$ cat src/rtl/mul_share_arbiter.sv
// mul_share_arbiter: round-robin sharing of one sequential multiplier among NUM_REQ requesters,
// with a watchdog that turns a hung multiply into an error response.
module mul_share_arbiter #(
    parameter int NUM_REQ = 4,
    parameter int WIDTH   = 16,
    parameter int TIMEOUT = 64
) (
    input  logic                     clk,
    input  logic                     rst_n,
    input  logic [NUM_REQ-1:0]       req_valid,
    output logic [NUM_REQ-1:0]       req_ready,
    input  logic [NUM_REQ*WIDTH-1:0] req_a,
    input  logic [NUM_REQ*WIDTH-1:0] req_b,
    output logic [NUM_REQ-1:0]       resp_valid,
    input  logic [NUM_REQ-1:0]       resp_ready,
    output logic [2*WIDTH-1:0]       resp_data,
    output logic                     resp_err,
    output logic [WIDTH-1:0]         mul_a,
    output logic [WIDTH-1:0]         mul_b,
    output logic                     mul_start,
    input  logic [2*WIDTH-1:0]       mul_out,
    input  logic                     mul_done,
    output logic                     busy
);
    localparam int IW = $clog2(NUM_REQ);
    localparam int TW = $clog2(TIMEOUT);
    typedef enum logic [1:0] {IDLE, ISSUE, WAIT, RESP} state_t;
    state_t               state_q;
    logic [IW-1:0]        rr_q, grant_q, win, idx, rr_d;
    logic [TW-1:0]        wd_q;
    logic [WIDTH-1:0]     mul_a_q, mul_b_q, win_a, win_b;
    logic                 mul_start_q, resp_err_q, found;
    logic [NUM_REQ-1:0]   resp_valid_q;
    logic [2*WIDTH-1:0]   resp_data_q;
    // Descending scan so the valid requester closest to the pointer is written last and wins.
    always_comb begin
        win = '0;
        idx = '0;
        win_a = '0;
        win_b = '0;
        for (int k = NUM_REQ - 1; k >= 0; k--) begin
            idx = IW'((int'(rr_q) + k) % NUM_REQ);
            win = req_valid[idx] ? idx : win;
        end
        for (int k = 0; k < NUM_REQ; k++) begin
            win_a = (win == IW'(k)) ? req_a[k*WIDTH +: WIDTH] : win_a;
            win_b = (win == IW'(k)) ? req_b[k*WIDTH +: WIDTH] : win_b;
        end
    end
    assign found      = |req_valid;
    assign rr_d       = (win == IW'(NUM_REQ - 1)) ? '0 : win + 1'b1;
    assign req_ready  = (state_q == IDLE) ? NUM_REQ'(found) << win : '0;
    assign resp_valid = resp_valid_q;
    assign resp_data  = resp_data_q;
    assign resp_err   = resp_err_q;
    assign mul_a      = mul_a_q;
    assign mul_b      = mul_b_q;
    assign mul_start  = mul_start_q;
    assign busy       = state_q != IDLE;
    always_ff @(posedge clk or negedge rst_n) begin
        if (!rst_n) begin
            state_q      <= IDLE;
            rr_q         <= '0;
            grant_q      <= '0;
            wd_q         <= '0;
            mul_a_q      <= '0;
            mul_b_q      <= '0;
            mul_start_q  <= 1'b0;
            resp_valid_q <= '0;
            resp_data_q  <= '0;
            resp_err_q   <= 1'b0;
        end else begin
            case (state_q)
                IDLE: if (found) begin
                    grant_q     <= win;
                    mul_a_q     <= win_a;
                    mul_b_q     <= win_b;
                    rr_q        <= rr_d;
                    mul_start_q <= 1'b1;
                    state_q     <= ISSUE;
                end
                ISSUE: begin
                    mul_start_q <= 1'b0;
                    wd_q        <= '0;
                    state_q     <= WAIT;
                end
                // WAIT lasts at most TIMEOUT-1 cycles; a done in the last one still wins.
                WAIT: if (mul_done || wd_q == TW'(TIMEOUT - 2)) begin
                    resp_data_q  <= mul_done ? mul_out : '0;
                    resp_err_q   <= !mul_done;
                    resp_valid_q <= NUM_REQ'(1) << grant_q;
                    state_q      <= RESP;
                end else begin
                    wd_q <= wd_q + 1'b1;
                end
                RESP: if (resp_ready[grant_q]) begin
                    resp_valid_q <= '0;
                    state_q      <= IDLE;
                end
                default: state_q <= IDLE;
            endcase
        end
    end
endmodule

$ cat config.mk
export PLATFORM = sky130hd
export DESIGN_NAME = mul_share_arbiter
export DESIGN_NICKNAME = d
export VERILOG_FILES = /design/src/rtl/mul_share_arbiter.sv
export SDC_FILE = /design/constraint.sdc
export NUM_CORES = 1
export LEC_CHECK = 0
export ABC_AREA = 0
export CORE_MARGIN = 2
export CORE_UTILIZATION = 35
export DETAILED_ROUTE_END_ITERATION = 8
export HOLD_SLACK_MARGIN = 0.03
export PLACE_DENSITY = 0.74
export SLEW_MARGIN = 20
export SYNTH_ARGS = -nofsm -noshare
export SYNTH_HDL_FRONTEND = slang
export SYNTH_SLANG_ARGS = --single-unit
$ cat constraint.sdc
create_clock -name clk -period 2.5 [get_ports clk]
set_clock_uncertainty 0.15 [all_clocks]
set_input_delay 0.375 -clock clk [delete_from_list [all_inputs] [get_ports clk]]
set_output_delay 0.375 -clock clk [all_outputs]
set_load 0.01 [all_outputs]
==> impl_metrics.toml, run 1 <==
[status]
outcome = "finished, final reports clean"

[synthesis]
ys_types = 39
synth_enable_flop_cells = 0
ys_top_cells_by_count = "sky130_fd_sc_hd__dfrtp_1, sky130_fd_sc_hd__a21oi_1, sky130_fd_sc_hd__inv_1"
synth.mux.area_fraction_pct = 3.34
synthArstFlopShare_pct = 100
netlist.area_leader.share_pct = 47.7
postSynthCellCount = 433
yosys-top-cells-area = "sky130_fd_sc_hd__dfrtp_1, sky130_fd_sc_hd__a21oi_1, sky130_fd_sc_hd__a211o_1"
mappedNetlistNets = 614
yosys_warnings = 0
yosys_reg_bits = 82
synth-compound-area-share_pct = 29.6
synthesized_area_fraction_occupied_by_and_or_nand_nor_cells_pct = 8.87
main_combinational_cell_family_by_area_after_synthesis = "compound AO/OA/AOI/OAI gates"
syn_avg_cell_area_um2 = 9.93
post_synthesis_sequential_area_ratio_pct = 47.7
synth.most_common_cell = "sky130_fd_sc_hd__dfrtp_1"
syn_area_um2 = 4300
xor_xnor_share_of_the_synthesized_area_pct = 0
yosys_most_used_dff = "sky130_fd_sc_hd__dfrtp_1"
netlist.top_cell.by_area = "sky130_fd_sc_hd__dfrtp_1"
post_synth_fa_ha_maj_area_fraction_pct = 2.91

[flow_run]
max_cap_violations = 0

[sta]
worst_hold_slack_ns = 0.328
report.final.slew_viol_count = 0
final-hold-violation-count = 0
achievable-frequency_mhz = 410
grt_setup_unrepaired = "true"
timing.slew.headroom_pct = 67.8
timing.final.setup_violations = 0
period_minus_slack_ns = 2.44
layout_worst_path_cycle_share_pct = 97.6
timing_worst_slew_pin_value_ns = 0.483

[layout]
final_nets = 860
regArea_um2 = 2050
filler_cell_count = 983
post_route_cells_drive_above_1_share_pct = 11.7
multiInputGateArea_um2 = 2090
area_growth_pct = 73.5

[worst_setup_path]
rr_startpoint = "rr_q[1]"
longest_individual_stage_delay_on_the_worst_path_ns = 0.51
worst_r2r_path_depth = 11
timing_worst_setup_path_type = "input port to flop"
crit_family = "compound AO/OA/AOI/OAI gates"
r2r_setup_slack_ns = 0.07
cp-start-kind = "input port"
regToRegEndpoint = "mul_b[10]"
path_max_fanout = 21
crit_chain = "clkdlybuf4s50_1, nor2_1, o32a_1, inv_2, ha_1, nor2b_4, buf_12, a221oi_1, a211o_1, a21oi_1"
crit_required_ns = 2.61
arrival_ns = 2.55
setup.worst_path.end_class = "flop"
critical-path-slowest-cell = "sky130_fd_sc_hd__clkdlybuf4s50_1"
cp_num_buf_inv = 3

[placement]
placement.io_buffers = 245
dp_hpwl_mm = 11.7
place_congestion = 0.940

[min_path]
timing.hold.worst.class = "flop to flop"
worst_hold_startpoint = "wd_q[4]"
worst_hold_path.num_cells = 1
hold-path-endpoint = "wd_q[4]"

[global_route]
grt_first_pass_wirelength_mm = 24.3
grtUsageTotal_pct = 23.9
maximum_number_of_pins_on_one_net_before_global_route_repair = 49
first_global_vias = 4612
grt_overflow = 0
grt_antenna_before_repair = 1

[cts]
cts_max_path_buffers = 2
htreeDepth = 3
worst_setup_hold_path_clk_slew_ns = 0.06
tritoncts_clock_tree = "built"
clock_insertion_delay_worst_skew_ns = 0.34
cts_root_buffer_type = "sky130_fd_sc_hd__clkbuf_16"
numCtsBuffers = 9
cts.sinks = 82

[floorplanning]
initial_utilization_pct = 35.8
design.portCount = 246
die_h_um = 115
coreArea_um2 = 12000
fp.dieArea_um2 = 13200
number_of_cell_rows = 40
die_width_um = 115

[detailed_routing]
avgViaCountPerCell = 5.31
drt-wirelength-per-cell_um = 18.5
detailroute.via_count = 4418
detail_route.wirelength_mm = 15.4
detailedRoute.firstPassIterationCount = 4
drc = 0
antenna_left = 0
initialDrtViolationCount = 176

[power_and_ir_drop]
power_density_nw_per_um2 = 1140
vdd.ir_drop.worst_uv = 573
power_mw = 8.52
power.static_leakage_nw = 3.24
## layout by cell type (no fill, tap or decap), types with 7 or more instances in the layout
cell / synthesis / routed
sky130_fd_sc_hd__dfrtp_1: 82 / 82
sky130_fd_sc_hd__inv_1: 41 / 40
sky130_fd_sc_hd__mux2_2: 7 / 7
sky130_fd_sc_hd__nand2_1: 12 / 12
sky130_fd_sc_hd__nor2_1: 37 / 37
sky130_fd_sc_hd__a221oi_1: 31 / 14
sky130_fd_sc_hd__buf_4: 3 / 17
sky130_fd_sc_hd__a221oi_2: 0 / 15
sky130_fd_sc_hd__a211o_1: 32 / 32
sky130_fd_sc_hd__clkdlybuf4s50_1: 0 / 237
sky130_fd_sc_hd__ha_1: 10 / 7
sky130_fd_sc_hd__clkbuf_16: 0 / 9
sky130_fd_sc_hd__a21oi_1: 67 / 66
sky130_fd_sc_hd__a22o_1: 32 / 32
## logic make-up (layout without fill, tap and decap cells)
kind of cell	count (synthesis)	count (layout)
AOI/OAI and AO/OA	175	175
DFF	82	82
and+or+nand+nor	77	77
buffers and inverters	76	327
muxes	13	13
adders and majority gates	10	10
other	0	1
## timing repair
item / 4_1_cts / 5_1_grt
hold buffers: 1 / 0
gates resized for setup: 15 / 29
setup endpoints to repair: 23 / 35
endpoints found under the hold margin: 34 / 0
pin swaps: 1 / 5
buffers inserted: 1 / 0
## flip-flops by register name (all words and copies together) (netlist names)
| name | cells |
|---|---|
| grant_q | 2 |
| mul_b | 16 |
| rr_q | 2 |
| wd_q | 6 |
| resp_data | 32 |
| resp_err | 1 |
| resp_valid | 4 |
| mul_a | 16 |
| state_q | 2 |
| mul_start | 1 |
## layout make-up
class / instances / share of cell area [%]
repair buffers: 270 / 36.2
multi-input cells: 275 / 28.0
flip-flops and latches: 82 / 27.5
clock buffers: 14 / 3.67
well taps: 147 / 2.46
inverters: 41 / 2.06
clock inverters: 2 / 0.134
diodes: 1 / 0.0335
## worst max-delay path by stage
stage,startpoint,endpoint,slack [ns],cells past startpoint
after floorplan,rr_q[1],mul_a[0],0.05,8
after global placement,req_valid[3],req_ready[2],-0.34,7
after detailed placement,req_valid[3],mul_b[13],-0.42,11
after CTS,req_valid[0],req_ready[0],0.0001,6
after global routing,rr_q[1],mul_a[7],-0.05,10
final,req_valid[0],mul_b[10],0.06,10
## routing by layer
layer	track usage [%]	up-vias	part of all wire, %
met3	6.80	40	5.6
li1	-	2090	-
met1	27.3	2157	38
met2	41.3	131	52
met4	11.1	0	3.8
met5	0	-	0
## power breakdown
part | total (mW) | switching, mW | internal (mW)
Combinational | 4.88 | 2.26 | 2.62
Sequential | 2.37 | 0.399 | 1.97
Clock | 1.26 | 0.511 | 0.752
## through the flow
stage	area [um^2]	util (%)	cells	TNS, ns	setup WS [ns]
floorplan	4300	-	433	0	0.0469
global placement	7010	58.4	813	-10.38	-0.345
detailed placement	7010	58.4	813	-12.74	-0.416
CTS	7320	61.0	831	0	0.000129
global route	7460	62.1	832	-0.562	-0.0545
finish	7460	62.1	832	0	0.0595
(Power assumes the default switching activity.)
==> run 2: changes to the inputs <==
--- a/config.mk
+++ b/config.mk
@@ -7,10 +7,11 @@
 export LEC_CHECK = 0
 export ABC_AREA = 0
 export CORE_MARGIN = 2
-export CORE_UTILIZATION = 35
+export CORE_UTILIZATION = 32
 export DETAILED_ROUTE_END_ITERATION = 8
 export HOLD_SLACK_MARGIN = 0.03
-export PLACE_DENSITY = 0.74
+export PLACE_DENSITY = 0.68
+export RECOVER_POWER = 25
 export SLEW_MARGIN = 20
 export SYNTH_ARGS = -nofsm -noshare
 export SYNTH_HDL_FRONTEND = slang
==> impl_metrics.toml, run 2 (synthesis gave the netlist of run 1 again) <==
[status]
failed_checks = "negative setup slack"
outcome = "finished with violations"

[floorplanning]
design.portCount = 246
die_h_um = 120
fp.dieArea_um2 = 14400
number_of_cell_rows = 42
coreArea_um2 = 13200
die_width_um = 120
initial_utilization_pct = 32.6

[global_route]
grt_antenna_before_repair = 0
maximum_number_of_pins_on_one_net_before_global_route_repair = 51
grt_first_pass_wirelength_mm = 25.0
first_global_vias = 4736
grtUsageTotal_pct = 22.1
grt_overflow = 0

[layout]
largest_reg_flops = 32
mostFrequentLayoutCell = "sky130_fd_sc_hd__clkdlybuf4s50_1"
area_growth_pct = 84.2
final_cell_mix = "sky130_fd_sc_hd__clkdlybuf4s50_1, sky130_fd_sc_hd__dfrtp_1, sky130_fd_sc_hd__a21oi_1"
count_of_antenna_diodes_in_the_layout = 0
final_nets = 879
filler_cell_count = 1107
post_route_cells_drive_above_1_share_pct = 17.7
fin_area_um2 = 7920
postLayoutCoreUtil_pct = 60.1

[worst_setup_path]
crit_required_ns = 2.57
arrival_ns = 2.59
timing_worst_setup_path_type = "flop to flop"
path_max_fanout = 6
cp-start-kind = "flop"
setup.worst_path.end_class = "flop"

[power_and_ir_drop]
power.static_leakage_nw = 3.44
vdd.ir_drop.worst_uv = 555
power_density_nw_per_um2 = 1170
power_mw = 9.29

[flow_run]
max_cap_violations = 0

[cts]
clock_insertion_delay_worst_skew_ns = 0.34
htreeDepth = 3
cts.sinks = 82
tritoncts_clock_tree = "built"
cts_max_path_buffers = 2
cts_root_buffer_type = "sky130_fd_sc_hd__clkbuf_16"
numCtsBuffers = 9
worst_setup_hold_path_clk_slew_ns = 0.06

[detailed_routing]
detail_route.wirelength_mm = 16.6
initialDrtViolationCount = 252
detailroute.via_count = 4604
avgViaCountPerCell = 5.24
detailedRoute.firstPassIterationCount = 5
drc = 0
antenna_left = 0
drt-wirelength-per-cell_um = 19.0

[sta]
timing.final.setup_violations = 6
worst_hold_slack_ns = 0.335
setup_slack_ns = -0.0160
grt_setup_unrepaired = "true"
report.final.slew_viol_count = 0
timing_worst_slew_pin_value_ns = 0.888
achievable-frequency_mhz = 397
period_minus_slack_ns = 2.52
layout_worst_path_cycle_share_pct = 101
timing.slew.headroom_pct = 40.8
final-hold-violation-count = 0

[placement]
place_congestion = 0.894
placed_area_um2 = 7110
placement.io_buffers = 245
dp_hpwl_mm = 11.9

[min_path]
timing.hold.worst.class = "flop to flop"
[run 2: cell count changes in the layout (fill, tap and decap cells not counted), sizes merged]
cell,change
clkdlybuf4s50,-1
dlygate4sd2,-1
clkbuf,-3
clkdlybuf4s15,-1
bufinv,+2
clkinv,+1
buf,+19
diode,-1
dlymetal6s2s,+2
[run 2: routing by layer]
metal | vias up | track usage (%) | wire length (um)
met5 | - | 0 | 0
met4 | 0 | 7.21 | 403
met3 | 26 | 6.08 | 837
met2 | 133 | 39.5 | 8980
met1 | 2322 | 25.5 | 6420
li1 | 2123 | - | -
[run 2: cell type report]
| type | instances | area, um^2 | area share [%] |
|---|---|---|---|
| clock buffers | 10 | 239 | 3.02 |
| clock inverters | 5 | 78.8 | 0.995 |
| inverters | 41 | 154 | 1.94 |
| multi-input cells | 275 | 2280 | 28.7 |
| flip-flops and latches | 82 | 2050 | 25.9 |
| well taps | 176 | 220 | 2.78 |
| repair buffers | 289 | 2900 | 36.6 |
[run 2: worst paths after layout]
check	from	end	slack, ns	cells past startpoint
setup / recovery	rr_q[1]	mul_b[10]	-0.02	12
hold / removal	wd_q[3]	wd_q[3]	0.33	1
setup reg to reg	rr_q[1]	mul_b[10]	-0.02	12
hold reg to reg	wd_q[3]	wd_q[3]	0.33	1
max in group asynchronous	rst_n	resp_data[16]	0.37	3
min in group asynchronous	rst_n	mul_a[14]	0.55	2
[run 2: worst max-delay path: stages, from the launching register on]
cell and delay [ns]:
sky130_fd_sc_hd__dfrtp_1 0.41, sky130_fd_sc_hd__nand2b_4 0.17, sky130_fd_sc_hd__nor2_2 0.03, sky130_fd_sc_hd__o32a_1 0.41
sky130_fd_sc_hd__inv_2 0.15, sky130_fd_sc_hd__buf_6 0.12, sky130_fd_sc_hd__ha_4 0.17, sky130_fd_sc_hd__nor2b_4 0.06
sky130_fd_sc_hd__buf_6 0.12, sky130_fd_sc_hd__buf_12 0.14, sky130_fd_sc_hd__a221oi_4 0.24, sky130_fd_sc_hd__a211o_1 0.16
sky130_fd_sc_hd__a21oi_2 0.06
[run 2: per-stage QoR]
| stage | setup TNS (ns) | worst slack [ns] | cells |
|---|---|---|---|
| after global routing | -2.30 | -0.136 | 878 |
| after global placement | -11.67 | -0.369 | 849 |
| after CTS | 0 | 0.00156 | 867 |
| after floorplan | 0 | 0.0469 | 433 |
| after detailed placement | -14.38 | -0.457 | 849 |
| final | -0.0650 | -0.0160 | 878 |
[run 2: repair_timing]
item,CTS,global route
hold buffers,1,0
endpoints found under the setup margin,36,33
hold endpoints to repair,32,0
gates cloned,0,3
pin swaps,2,23
buffers inserted,2,8
resized for setup,30,57
[run 2: report_power, final]
| part | internal [mW] | total [mW] | switching (mW) |
|---|---|---|---|
| combinational | 2.97 | 5.50 | 2.52 |
| sequential | 1.97 | 2.37 | 0.402 |
| clock | 0.894 | 1.42 | 0.526 |
